$ cat config.mk
export PLATFORM = sky130hd
export DESIGN_NAME = bsg_mesh_router_age_input_fifo
export DESIGN_NICKNAME = d
export VERILOG_FILES = /design/src/rtl/bsg_mesh_router_age_input_fifo.sv
export SDC_FILE = /design/constraint.sdc
export NUM_CORES = 1
export LEC_CHECK = 0
export CORE_ASPECT_RATIO = 0.8
export CORE_MARGIN = 10
export CORE_UTILIZATION = 35
export CTS_CLUSTER_SIZE = 28
export DETAILED_ROUTE_END_ITERATION = 10
export SLEW_MARGIN = 20
export SYNTH_ARGS = -nofsm -noshare
export SYNTH_HDL_FRONTEND = slang
export SYNTH_SLANG_ARGS = --single-unit
$ cat constraint.sdc
create_clock -name clk_i -period 2.2 [get_ports clk_i]
set_clock_uncertainty 0.05 [all_clocks]
set_input_delay 0.44 -clock clk_i [delete_from_list [all_inputs] [get_ports clk_i]]
set_output_delay 0.44 -clock clk_i [all_outputs]
set_load 0.01 [all_outputs]
$ cat src/rtl/bsg_mesh_router_age_input_fifo.sv
// Per-direction input FIFO for the age-arbitrated mesh router; every waiting flit's timestamp ages each cycle.
// Optional same-cycle bypass when empty is enabled by defining BSG_MESH_AGE_FIFO_BYPASS_EN.
module bsg_mesh_router_age_input_fifo #(
    parameter int width_p    = 8,
    parameter int ts_width_p = 4,
    parameter int els_p      = 2
) (
    input  logic                  clk_i,
    input  logic                  reset_i,
    input  logic [width_p-1:0]    data_i,
    input  logic [ts_width_p-1:0] ts_i,
    input  logic                  v_i,
    output logic                  ready_o,
    output logic [width_p-1:0]    data_o,
    output logic [ts_width_p-1:0] ts_o,
    output logic                  v_o,
    input  logic                  yumi_i
);
    localparam int ptr_w = $clog2(els_p);
    localparam int cnt_w = $clog2(els_p + 1);
    localparam logic [cnt_w-1:0]      full_cnt = cnt_w'(els_p);
    localparam logic [ptr_w-1:0]      last_ptr = ptr_w'(els_p - 1);
    localparam logic [ts_width_p-1:0] ts_max   = '1;

    logic [ptr_w-1:0]      rd_ptr_reg, rd_ptr_next;
    logic [ptr_w-1:0]      wr_ptr_reg, wr_ptr_next;
    logic [cnt_w-1:0]      count_reg, count_next;
    logic [width_p-1:0]    data_mem [els_p];
    logic [ts_width_p-1:0] ts_mem   [els_p];
    logic                  empty, enq, deq, wr_en, rd_adv;

    function automatic logic [ptr_w-1:0] ptr_inc(input logic [ptr_w-1:0] p);
        return (p == last_ptr) ? '0 : p + 1'b1;
    endfunction

    assign empty   = (count_reg == '0);
    assign ready_o = ~reset_i & (count_reg != full_cnt);
    assign enq     = v_i & ready_o;
    assign deq     = yumi_i & v_o;

`ifdef BSG_MESH_AGE_FIFO_BYPASS_EN
    // An arriving flit shows up on the head in the same cycle when nothing is stored;
    // if the router takes it right away it never touches storage.
    assign v_o    = ~reset_i & (~empty | enq);
    assign data_o = empty ? data_i : data_mem[rd_ptr_reg];
    assign ts_o   = empty ? ts_i : ts_mem[rd_ptr_reg];
    assign wr_en  = enq & ~(empty & deq);
    assign rd_adv = deq & ~empty;
`else
    assign v_o    = ~reset_i & ~empty;
    assign data_o = data_mem[rd_ptr_reg];
    assign ts_o   = ts_mem[rd_ptr_reg];
    assign wr_en  = enq;
    assign rd_adv = deq;
`endif

    always_comb begin
        rd_ptr_next = rd_adv ? ptr_inc(rd_ptr_reg) : rd_ptr_reg;
        wr_ptr_next = wr_en ? ptr_inc(wr_ptr_reg) : wr_ptr_reg;
        count_next  = count_reg;
        if (wr_en & ~rd_adv) begin
            count_next = count_reg + 1'b1;
        end else if (~wr_en & rd_adv) begin
            count_next = count_reg - 1'b1;
        end
    end

    always_ff @(posedge clk_i) begin
        if (reset_i) begin
            rd_ptr_reg <= '0;
            wr_ptr_reg <= '0;
            count_reg  <= '0;
        end else begin
            rd_ptr_reg <= rd_ptr_next;
            wr_ptr_reg <= wr_ptr_next;
            count_reg  <= count_next;
        end
    end

    // Each slot owns its own timestamp register so all waiting flits can age in parallel.
    genvar gi;
    generate
        for (gi = 0; gi < els_p; gi++) begin : g_entry
            localparam logic [ptr_w-1:0] idx = ptr_w'(gi);
            logic                  valid_reg;
            logic [width_p-1:0]    data_reg;
            logic [ts_width_p-1:0] ts_reg;
            logic                  write_here, read_here;

            assign write_here = wr_en & (wr_ptr_reg == idx);
            assign read_here  = rd_adv & (rd_ptr_reg == idx);

            always_ff @(posedge clk_i) begin
                if (reset_i) begin
                    valid_reg <= 1'b0;
                end else if (write_here) begin
                    valid_reg <= 1'b1;
                end else if (read_here) begin
                    valid_reg <= 1'b0;
                end

                if (write_here) begin
                    data_reg <= data_i;
                    ts_reg   <= ts_i;
                end else if (~reset_i & valid_reg & ~read_here & (ts_reg != ts_max)) begin
                    ts_reg <= ts_reg + 1'b1;
                end
            end

            assign data_mem[gi] = data_reg;
            assign ts_mem[gi]   = ts_reg;
        end
    endgenerate

    always_ff @(posedge clk_i) begin
        if (!reset_i) begin
            assert (!(yumi_i && !v_o)) else $error("yumi_i asserted while v_o is low");
        end
    end

endmodule

==> results of run 1 <==
cells in the final DEF, fill, tap and decap left out, types with 3 or more instances in the layout:
| cell | instances |
|---|---|
| sky130_fd_sc_hd__clkbuf_8 | 5 |
| sky130_fd_sc_hd__buf_4 | 7 |
| sky130_fd_sc_hd__o21ai_0 | 5 |
| sky130_fd_sc_hd__inv_1 | 3 |
| sky130_fd_sc_hd__clkdlybuf4s50_1 | 28 |
| sky130_fd_sc_hd__nor2b_1 | 3 |
| sky130_fd_sc_hd__ha_1 | 3 |
| sky130_fd_sc_hd__xor2_1 | 4 |
| sky130_fd_sc_hd__xnor2_1 | 3 |
| sky130_fd_sc_hd__dfxtp_1 | 6 |
| sky130_fd_sc_hd__nand3_1 | 3 |
| sky130_fd_sc_hd__nor2_1 | 5 |
| sky130_fd_sc_hd__mux2_2 | 18 |
| sky130_fd_sc_hd__edfxtp_1 | 24 |
cells by family after synthesis:
logic type / Yosys count / synth area share, %
flops: 30 / 61.3
mux: 20 / 16.2
compound gates: 9 / 3.65
fa+ha+maj: 3 / 2.74
simple gates: 21 / 9.66
buf+inv: 5 / 2.01
xor+xnor: 7 / 4.47
what timing repair did:
| action | 4_1_cts | 5_1_grt |
|---|---|---|
| endpoints found under the setup margin | 0 | 9 |
| resized for setup | 0 | 2 |
| setup buffers | 0 | 0 |
metrics by stage:
| step | instances | area, µm² |
|---|---|---|
| after floorplan | 95 | 1370 |
| after global placement | 185 | 1780 |
| after detailed placement | 185 | 1780 |
| after CTS | 193 | 1910 |
| after global routing | 193 | 1910 |
| final | 193 | 1910 |
path summary, 6_finish.rpt:
check	startpoint	to	slack, ns	cells after the start
max	rd_ptr_reg	ts_o[0]	0.1	3
min	count_reg[1]	count_reg[1]	0.51	2
max reg2reg	count_reg[0]	count_reg[1]	0.37	5
min reg2reg	count_reg[1]	count_reg[1]	0.51	2
cell type report:
type | count | area share [%]
multi-input cells | 60 | 26.3
well taps | 55 | 3.59
inverters | 3 | 0.588
flip-flops and latches | 30 | 43.9
clock inverters | 3 | 3.33
repair buffers | 37 | 18.6
clock buffers | 5 | 3.59
per-layer routing:
layer | vias up | share of wire [%]
met4 | 0 | 0.98
li1 | 429 | -
met3 | 5 | 8.5
met1 | 407 | 46
met5 | - | 0
met2 | 25 | 45
power groups by stage:
stage	clock [mW]	sequential (mW)	combinational (mW)
final	0.652	0.724	0.426
after CTS	0.663	0.724	0.433
after floorplan	0	0.728	0.235
after detailed placement	0	0.736	0.430
after global routing	0.694	0.732	0.468
after global placement	0	0.734	0.420
worst register-to-register path, stage by stage, from the launching register on:
cell	delay [ns]
sky130_fd_sc_hd__dfxtp_1	0.43
sky130_fd_sc_hd__o21ai_0	0.15
sky130_fd_sc_hd__or2_2	0.30
sky130_fd_sc_hd__ha_1	0.29
sky130_fd_sc_hd__or3_1	0.38
sky130_fd_sc_hd__a21oi_1	0.16
==> Implementation_results.wiki, run 1 <==
{| class="wikitable"
! Metric !! Value
|-
| Top-Level Pins || 30
|-
| Post-CTS Hold Fix Bufs || 0
|-
| Syn avg cell area || 14.4 µm²
|-
| Reported max-cap violation count || 0
|-
| Leading cell type by number of instances after synthesis || sky130_fd_sc_hd__edfxtp_1
|-
| Starting utilization of the core area || 36.3%
|-
| Pre-antenna DRT Iters || 4
|-
| Worst slew pin tran || 0.372 ns
|-
| Hold WS || 0.505 ns
|-
| Number of buffers created by CTS || 5
|-
| Count of input and output buffers || 29
|-
| Avg Vias per Cell || 4.49
|-
| M3 GR Usage || 4.53%
|-
| Most common library cells after synthesis || sky130_fd_sc_hd__edfxtp_1 (24), sky130_fd_sc_hd__mux2_2 (18), sky130_fd_sc_hd__dfxtp_1 (6)
|-
| Critical path data required time || 1.71 ns
|-
| Clock latency on the worst-skew pair || 0.28 ns
|-
| Maximum clock frequency || 476 MHz
|-
| Global route hottest layer || met2
|-
| Initial DRC count || 26
|-
| Warning count from the yosys run || 0
|-
| Sequential-to-total area share from yosys stat || 61.3%
|-
| Area fraction of the dominant cell type after synthesis || 52.5%
|-
| # DRC || 0
|-
| Floorplan die area || 0.00684 mm²
|-
| Routed Wire Length || 2.75 mm
|-
| Mapped Cells || 95
|-
| Final sum of negative setup slack || 0 ns
|-
| Main synth FF type || sky130_fd_sc_hd__edfxtp_1
|-
| ANT nets after route || 0
|-
| Slew margin rel. || 75.1%
|-
| Final setup viols || 0
|-
| Startpoint Class || flop
|-
| Part of the total power dissipated in combinational logic || 23.6%
|-
| Global-route track usage on met2 || 12.5%
|-
| Multi-input gate area || 504 µm²
|-
| Htree depth || 2
|-
| Synth area leaders || sky130_fd_sc_hd__edfxtp_1 (53%), sky130_fd_sc_hd__mux2_2 (15%), sky130_fd_sc_hd__dfxtp_1 (8.8%)
|-
| Power density over cell area || 941 mW/mm²
|-
| Slowest cell on crit path || sky130_fd_sc_hd__clkdlybuf4s50_1
|-
| Clock edge transition at the registers on the reported setup and hold paths || 0.06 ns
|-
| Routed wire length per instance || 14.2 µm
|-
| Min setup slack post-route || between 0.09 and 0.1 ns
|-
| First-pass GRT wire length || 4.55 mm
|-
| Site row count || 20
|-
| Delay of the slowest cell on the worst path || about 0.49 ns
|-
| P&R area growth vs syn || 39.5%
|-
| Clk buf depth || 2
|-
| Crit path buffers/inverters || 2
|-
| Routed via count || 866
|-
| Number of enable-type register cells in the synthesized netlist || 24
|-
| Sequential cell fraction of total power || between 40% and 50%
|-
| Nets || 156
|-
| Arrival time of the worst setup path || 1.61 ns
|-
| Largest vdd supply drop || 0.570 mV
|-
| Die Y || between 70 and 80 µm
|-
| Sequential cell area || 841 µm²
|-
| Class of the most critical hold timing path || flop to flop
|-
| Share of the core filled with cells || around half
|-
| Core region area || about 0.0038 mm²
|-
| Kind of cell adding the most delay to the critical path || buffers and inverters
|-
| Maximum fanout along the worst path || 14
|-
| Fraction of final layout cells with drive strength greater than 1 || 26.1%
|-
| Post-layout min period || approximately 2.1 ns
|-
| HPWL Detailed || 2.13 mm
|-
| Sinks on Clock Net || 30
|-
| Sw frac || 23.0%
|-
| Sum of overflow across all layers after global routing || 0
|-
| Category of the most critical setup path || flop to output port
|-
| Relative contribution of the clock network to total power || between 30% and 40%
|-
| Unrepaired setup endpoints after global routing || false
|-
| Combined global-route utilization of all metal layers || under 10%
|-
| Number of library cell types mapped by synthesis || 25
|-
| Final estimated routing congestion in global placement || 0.759
|-
| Syn nets || about 110
|-
| Sum of internal, switching and leakage power || about 1.8 mW
|-
| Fin. max-slew vios || 0
|-
| Number of hold-slack violations in the final timing report || 0
|-
| Crit-path cells || buf_6 -> mux2_2 -> clkdlybuf4s50_1
|-
| Leakage || 0.731 nW
|-
| Synthesized area || between 0.001 and 0.0015 mm²
|-
| Net switching component of the power || 0.415 mW
|-
| Async set-or-reset flop fraction in the synthesized netlist || 0%
|-
| Filler cell count in the final layout || 326
|-
| Via count of the first global-routing pass || 971
|-
| Clock tree from TritonCTS || yes
|-
| Met1 Use GR || 9.17%
|-
| Antenna violations before repair || 0
|-
| Max reg flops || 16
|-
| Pin count of the biggest net entering global routing || 15
|-
| Library cell occupying the most area in the post-synthesis netlist || sky130_fd_sc_hd__edfxtp_1
|-
| Die Wd || 90.0 µm
|-
| Status || complete, no violations
|-
| Synthesis-stage register bit count || 30
|-
| N_diodes || 0
|-
| Share of the clock period used by the worst path || 95.5%
|-
| Cell-internal power || 1.39 mW
|-
| Clock root cell || sky130_fd_sc_hd__clkbuf_8
|-
| Post-place setup slack || -0.0968 ns
|-
| Category of the worst setup path capture point || output port
|}
Power figures use the tool's default switching activity.
==> inputs of run 2 (changes only) <==
--- a/config.mk
+++ b/config.mk
@@ -8,9 +8,11 @@
 export CORE_ASPECT_RATIO = 0.8
 export CORE_MARGIN = 10
 export CORE_UTILIZATION = 35
-export CTS_CLUSTER_SIZE = 28
+export CTS_CLUSTER_SIZE = 14
 export DETAILED_ROUTE_END_ITERATION = 10
+export SKIP_LAST_GASP = 1
 export SLEW_MARGIN = 20
 export SYNTH_ARGS = -nofsm -noshare
 export SYNTH_HDL_FRONTEND = slang
 export SYNTH_SLANG_ARGS = --single-unit
+export TNS_END_PERCENT = 50
==> results of run 2 <==
Final layout, timing and power as in run 1 (identical DEF).
==> inputs of run 3 (changes only) <==
--- a/config.mk
+++ b/config.mk
@@ -5,11 +5,14 @@
 export SDC_FILE = /design/constraint.sdc
 export NUM_CORES = 1
 export LEC_CHECK = 0
+export CELL_PAD_IN_SITES_DETAIL_PLACEMENT = 2
+export CELL_PAD_IN_SITES_GLOBAL_PLACEMENT = 2
 export CORE_ASPECT_RATIO = 0.8
 export CORE_MARGIN = 10
-export CORE_UTILIZATION = 35
+export CORE_UTILIZATION = 34
 export CTS_CLUSTER_SIZE = 14
 export DETAILED_ROUTE_END_ITERATION = 10
+export PLACE_DENSITY_LB_ADDON = 0.1
 export SKIP_LAST_GASP = 1
 export SLEW_MARGIN = 20
 export SYNTH_ARGS = -nofsm -noshare
==> Implementation_results.wiki, run 3 (synthesis gave the netlist of run 1 again) <==
{| class="wikitable"
! Metric !! Value
|-
| Clock edge transition at the registers on the reported setup and hold paths || 0.06 ns (about the same)
|-
| Post-route cell area || 0.00190 mm² (-0.65%)
|-
| Starting utilization of the core area || 35.6% (-0.71 points)
|-
| Site row count || 20 (unchanged)
|-
| Routed via count || 903 (+4.3%)
|-
| Largest vdd supply drop || 0.345 mV (-40%)
|-
| Non-Filler Instances || 195 (+1.0%)
|-
| Die Wd || 91.0 µm (+1.1%)
|-
| Maximum clock frequency || 471 MHz (-0.91%)
|-
| Post-place setup slack || -0.135 ns (-0.0379 ns)
|-
| Clock tree from TritonCTS || yes
|-
| Depth of the worst register-to-register path || 5 (unchanged)
|-
| Endpoint of the most critical setup path || ts_o[1]
|-
| Pre-antenna DRT Iters || 4 (unchanged)
|-
| Cell area after placement || 0.00179 mm² (+0.85%)
|-
| Initial DRC count || 31 (+19%)
|-
| Top-Level Pins || 30 (unchanged)
|-
| Arrival time of the worst setup path || 1.63 ns (+0.02 ns)
|-
| Category of the most critical setup path || flop to output port
|-
| Leakage || 0.726 nW (-0.62%)
|-
| Share of the clock period used by the worst path || 96.4% (+0.88 points)
|-
| FF-to-FF End || count_reg[1]
|-
| Min setup slack post-route || 0.0791 ns (-0.0194 ns)
|-
| Post-layout min period || 2.12 ns (+0.0194 ns)
|-
| Worst setup slack for register-to-register paths || 0.35 ns (-0.02 ns)
|-
| Critical path data required time || 1.71 ns (about the same)
|-
| P&R area growth vs syn || 38.6%
|-
| Hold WS || 0.502 ns (-0.00358 ns)
|-
| Reported max-cap violation count || 0 (unchanged)
|-
| Number of buffers created by CTS || 5 (unchanged)
|-
| Fin. max-slew vios || 0 (unchanged)
|-
| Combined global-route utilization of all metal layers || 10.2% (+2.0 points)
|-
| Status || complete, no violations
|-
| Pin count of the biggest net entering global routing || 11 (-4)
|-
| Nets || 158 (+1.3%)
|-
| Crit-path cells || buf_4 -> mux2_2 -> clkdlybuf4s50_1
|-
| Max reg flops || 16 (unchanged)
|-
| ANT nets after route || 0 (unchanged)
|-
| Floorplan die area || 0.00699 mm² (+2.2%)
|-
| Worst slew pin tran || 0.366 ns (-0.00615 ns)
|-
| Number of buffers inserted to repair setup after CTS || 0 (unchanged)
|-
| Htree depth || 2 (unchanged)
|-
| Maximum fanout along the worst path || 6 (-8)
|-
| Clk buf depth || 2 (unchanged)
|-
| Sum of internal, switching and leakage power || 1.72 mW (-4.8%)
|-
| Core region area || 0.00385 mm² (+2.0%)
|-
| Via count of the first global-routing pass || 1102 (+13%)
|-
| Cells after DPL || 187 (+1.1%)
|-
| Worst Setup SP || rd_ptr_reg
|-
| Unrepaired setup endpoints after global routing || false
|-
| HPWL Detailed || 2.62 mm (+23%)
|-
| Final estimated routing congestion in global placement || 0.714 (-5.8%)
|-
| Routed wire length per instance || 17.1 µm (+20%)
|-
| Routed Wire Length || 3.33 mm (+21%)
|-
| Sinks on Clock Net || 30 (unchanged)
|-
| Fraction of final layout cells with drive strength greater than 1 || 27.9% (+1.8 points)
|-
| Final setup viols || 0 (unchanged)
|-
| Number of hold-slack violations in the final timing report || 0 (unchanged)
|-
| Slew margin rel. || 75.5% (+0.39 points)
|-
| Sum of overflow across all layers after global routing || 0 (unchanged)
|-
| Clock latency on the worst-skew pair || 0.28 ns (about the same)
|-
| Category of the worst setup path capture point || output port
|-
| Commonest non-fill, non-tap cell in the layout || sky130_fd_sc_hd__clkdlybuf4s50_1
|-
| Startpoint Class || flop
|-
| N_diodes || 0 (unchanged)
|-
| Avg Vias per Cell || 4.63 (+3.2%)
|-
| First-pass GRT wire length || 5.59 mm (+23%)
|-
| Class of the most critical hold timing path || flop to flop
|-
| Clock root cell || sky130_fd_sc_hd__clkbuf_8
|-
| Reg2Reg Launch Point || count_reg[0]
|-
| Delay of the slowest cell on the worst path || 0.48 ns (about the same)
|-
| Die Y || 76.8 µm (+1.1%)
|-
| Count of input and output buffers || 29 (unchanged)
|-
| # DRC || 0 (unchanged)
|-
| Power density over cell area || 902 mW/mm² (-4.1%)
|-
| Post-CTS Hold Fix Bufs || 0 (unchanged)
|-
| Antenna violations before repair || 0 (unchanged)
|-
| Slowest cell on crit path || sky130_fd_sc_hd__clkdlybuf4s50_1
|-
| Commonest non-fill, non-tap cells in the layout || sky130_fd_sc_hd__clkdlybuf4s50_1 (28), sky130_fd_sc_hd__edfxtp_1 (24), sky130_fd_sc_hd__mux2_2 (18), sky130_fd_sc_hd__buf_4 (9), sky130_fd_sc_hd__dfxtp_1 (6)
|}
-- run 3: cell count changes in the layout (fill, tap and decap cells not counted) --
cell	delta
sky130_fd_sc_hd__dlygate4sd2_1	+1
sky130_fd_sc_hd__clkinv_2	+2
sky130_fd_sc_hd__bufinv_16	-1
sky130_fd_sc_hd__buf_4	+2
sky130_fd_sc_hd__clkinv_1	-1
sky130_fd_sc_hd__dlymetal6s2s_1	-1
-- run 3: worst min-delay path by stage --
stage	endpoint	slack (ns)	depth (start not counted)	startpoint
2_1_floorplan	count_reg[1]	0.44	2	count_reg[1]
3_3_place_gp	count_reg[1]	0.47	2	count_reg[1]
3_5_place_dp	wr_ptr_reg	0.50	1	wr_ptr_reg
4_1_cts	wr_ptr_reg	0.51	1	wr_ptr_reg
5_1_grt	wr_ptr_reg	0.53	1	wr_ptr_reg
6_report	wr_ptr_reg	0.50	1	wr_ptr_reg
-- run 3: per-layer routing --
metal  vias up  share of wire (%)  GRT usage [%]  routed length (µm)
li1        433                  -              -                   -
met1       443                 41           10.8                1360
met2        20                 52           17.3                1720
met3         7                5.9           4.28                 197
met4         0                1.7           4.69                  55
met5         -                  0              0                   0
-- run 3: stage by stage --
| step | utilization, % | setup TNS [ns] |
|---|---|---|
| floorplan | - | 0 |
| global placement | 46.5 | -0.0618 |
| detailed placement | 46.5 | -0.273 |
| CTS | 49.3 | 0 |
| global route | 49.4 | 0 |
| finish | 49.4 | 0 |
-- run 3: cell type report --
type                    count  area (µm²)
fillers                   376        1950
repair buffers             39         368
inverters                   3        11.3
multi-input cells          60         504
clock inverters             3        40.0
clock buffers               5        68.8
flip-flops and latches     30         841
well taps                  55        68.8
-- run 3: what timing repair did --
| item | in CTS | in global routing |
|---|---|---|
| pin swaps | 0 | 0 |
| setup endpoints to repair | 2 | 1 |
| resized for setup | 1 | 1 |
-- run 3: power breakdown --
group          total (mW)  leakage (nW)  switching [mW]  internal, mW
logic               0.446         0.398           0.184         0.262
clock network       0.541        0.0579           0.209         0.333
registers           0.728         0.270          0.0428         0.686
total                1.72         0.726           0.436          1.28
-- run 3: critical path: cells and delay by family, from the launching register on --
kind                   cells  cell delay, ns
multiplexers               1            0.35
flip-flops                 1            0.35
buffers and inverters      2            0.64
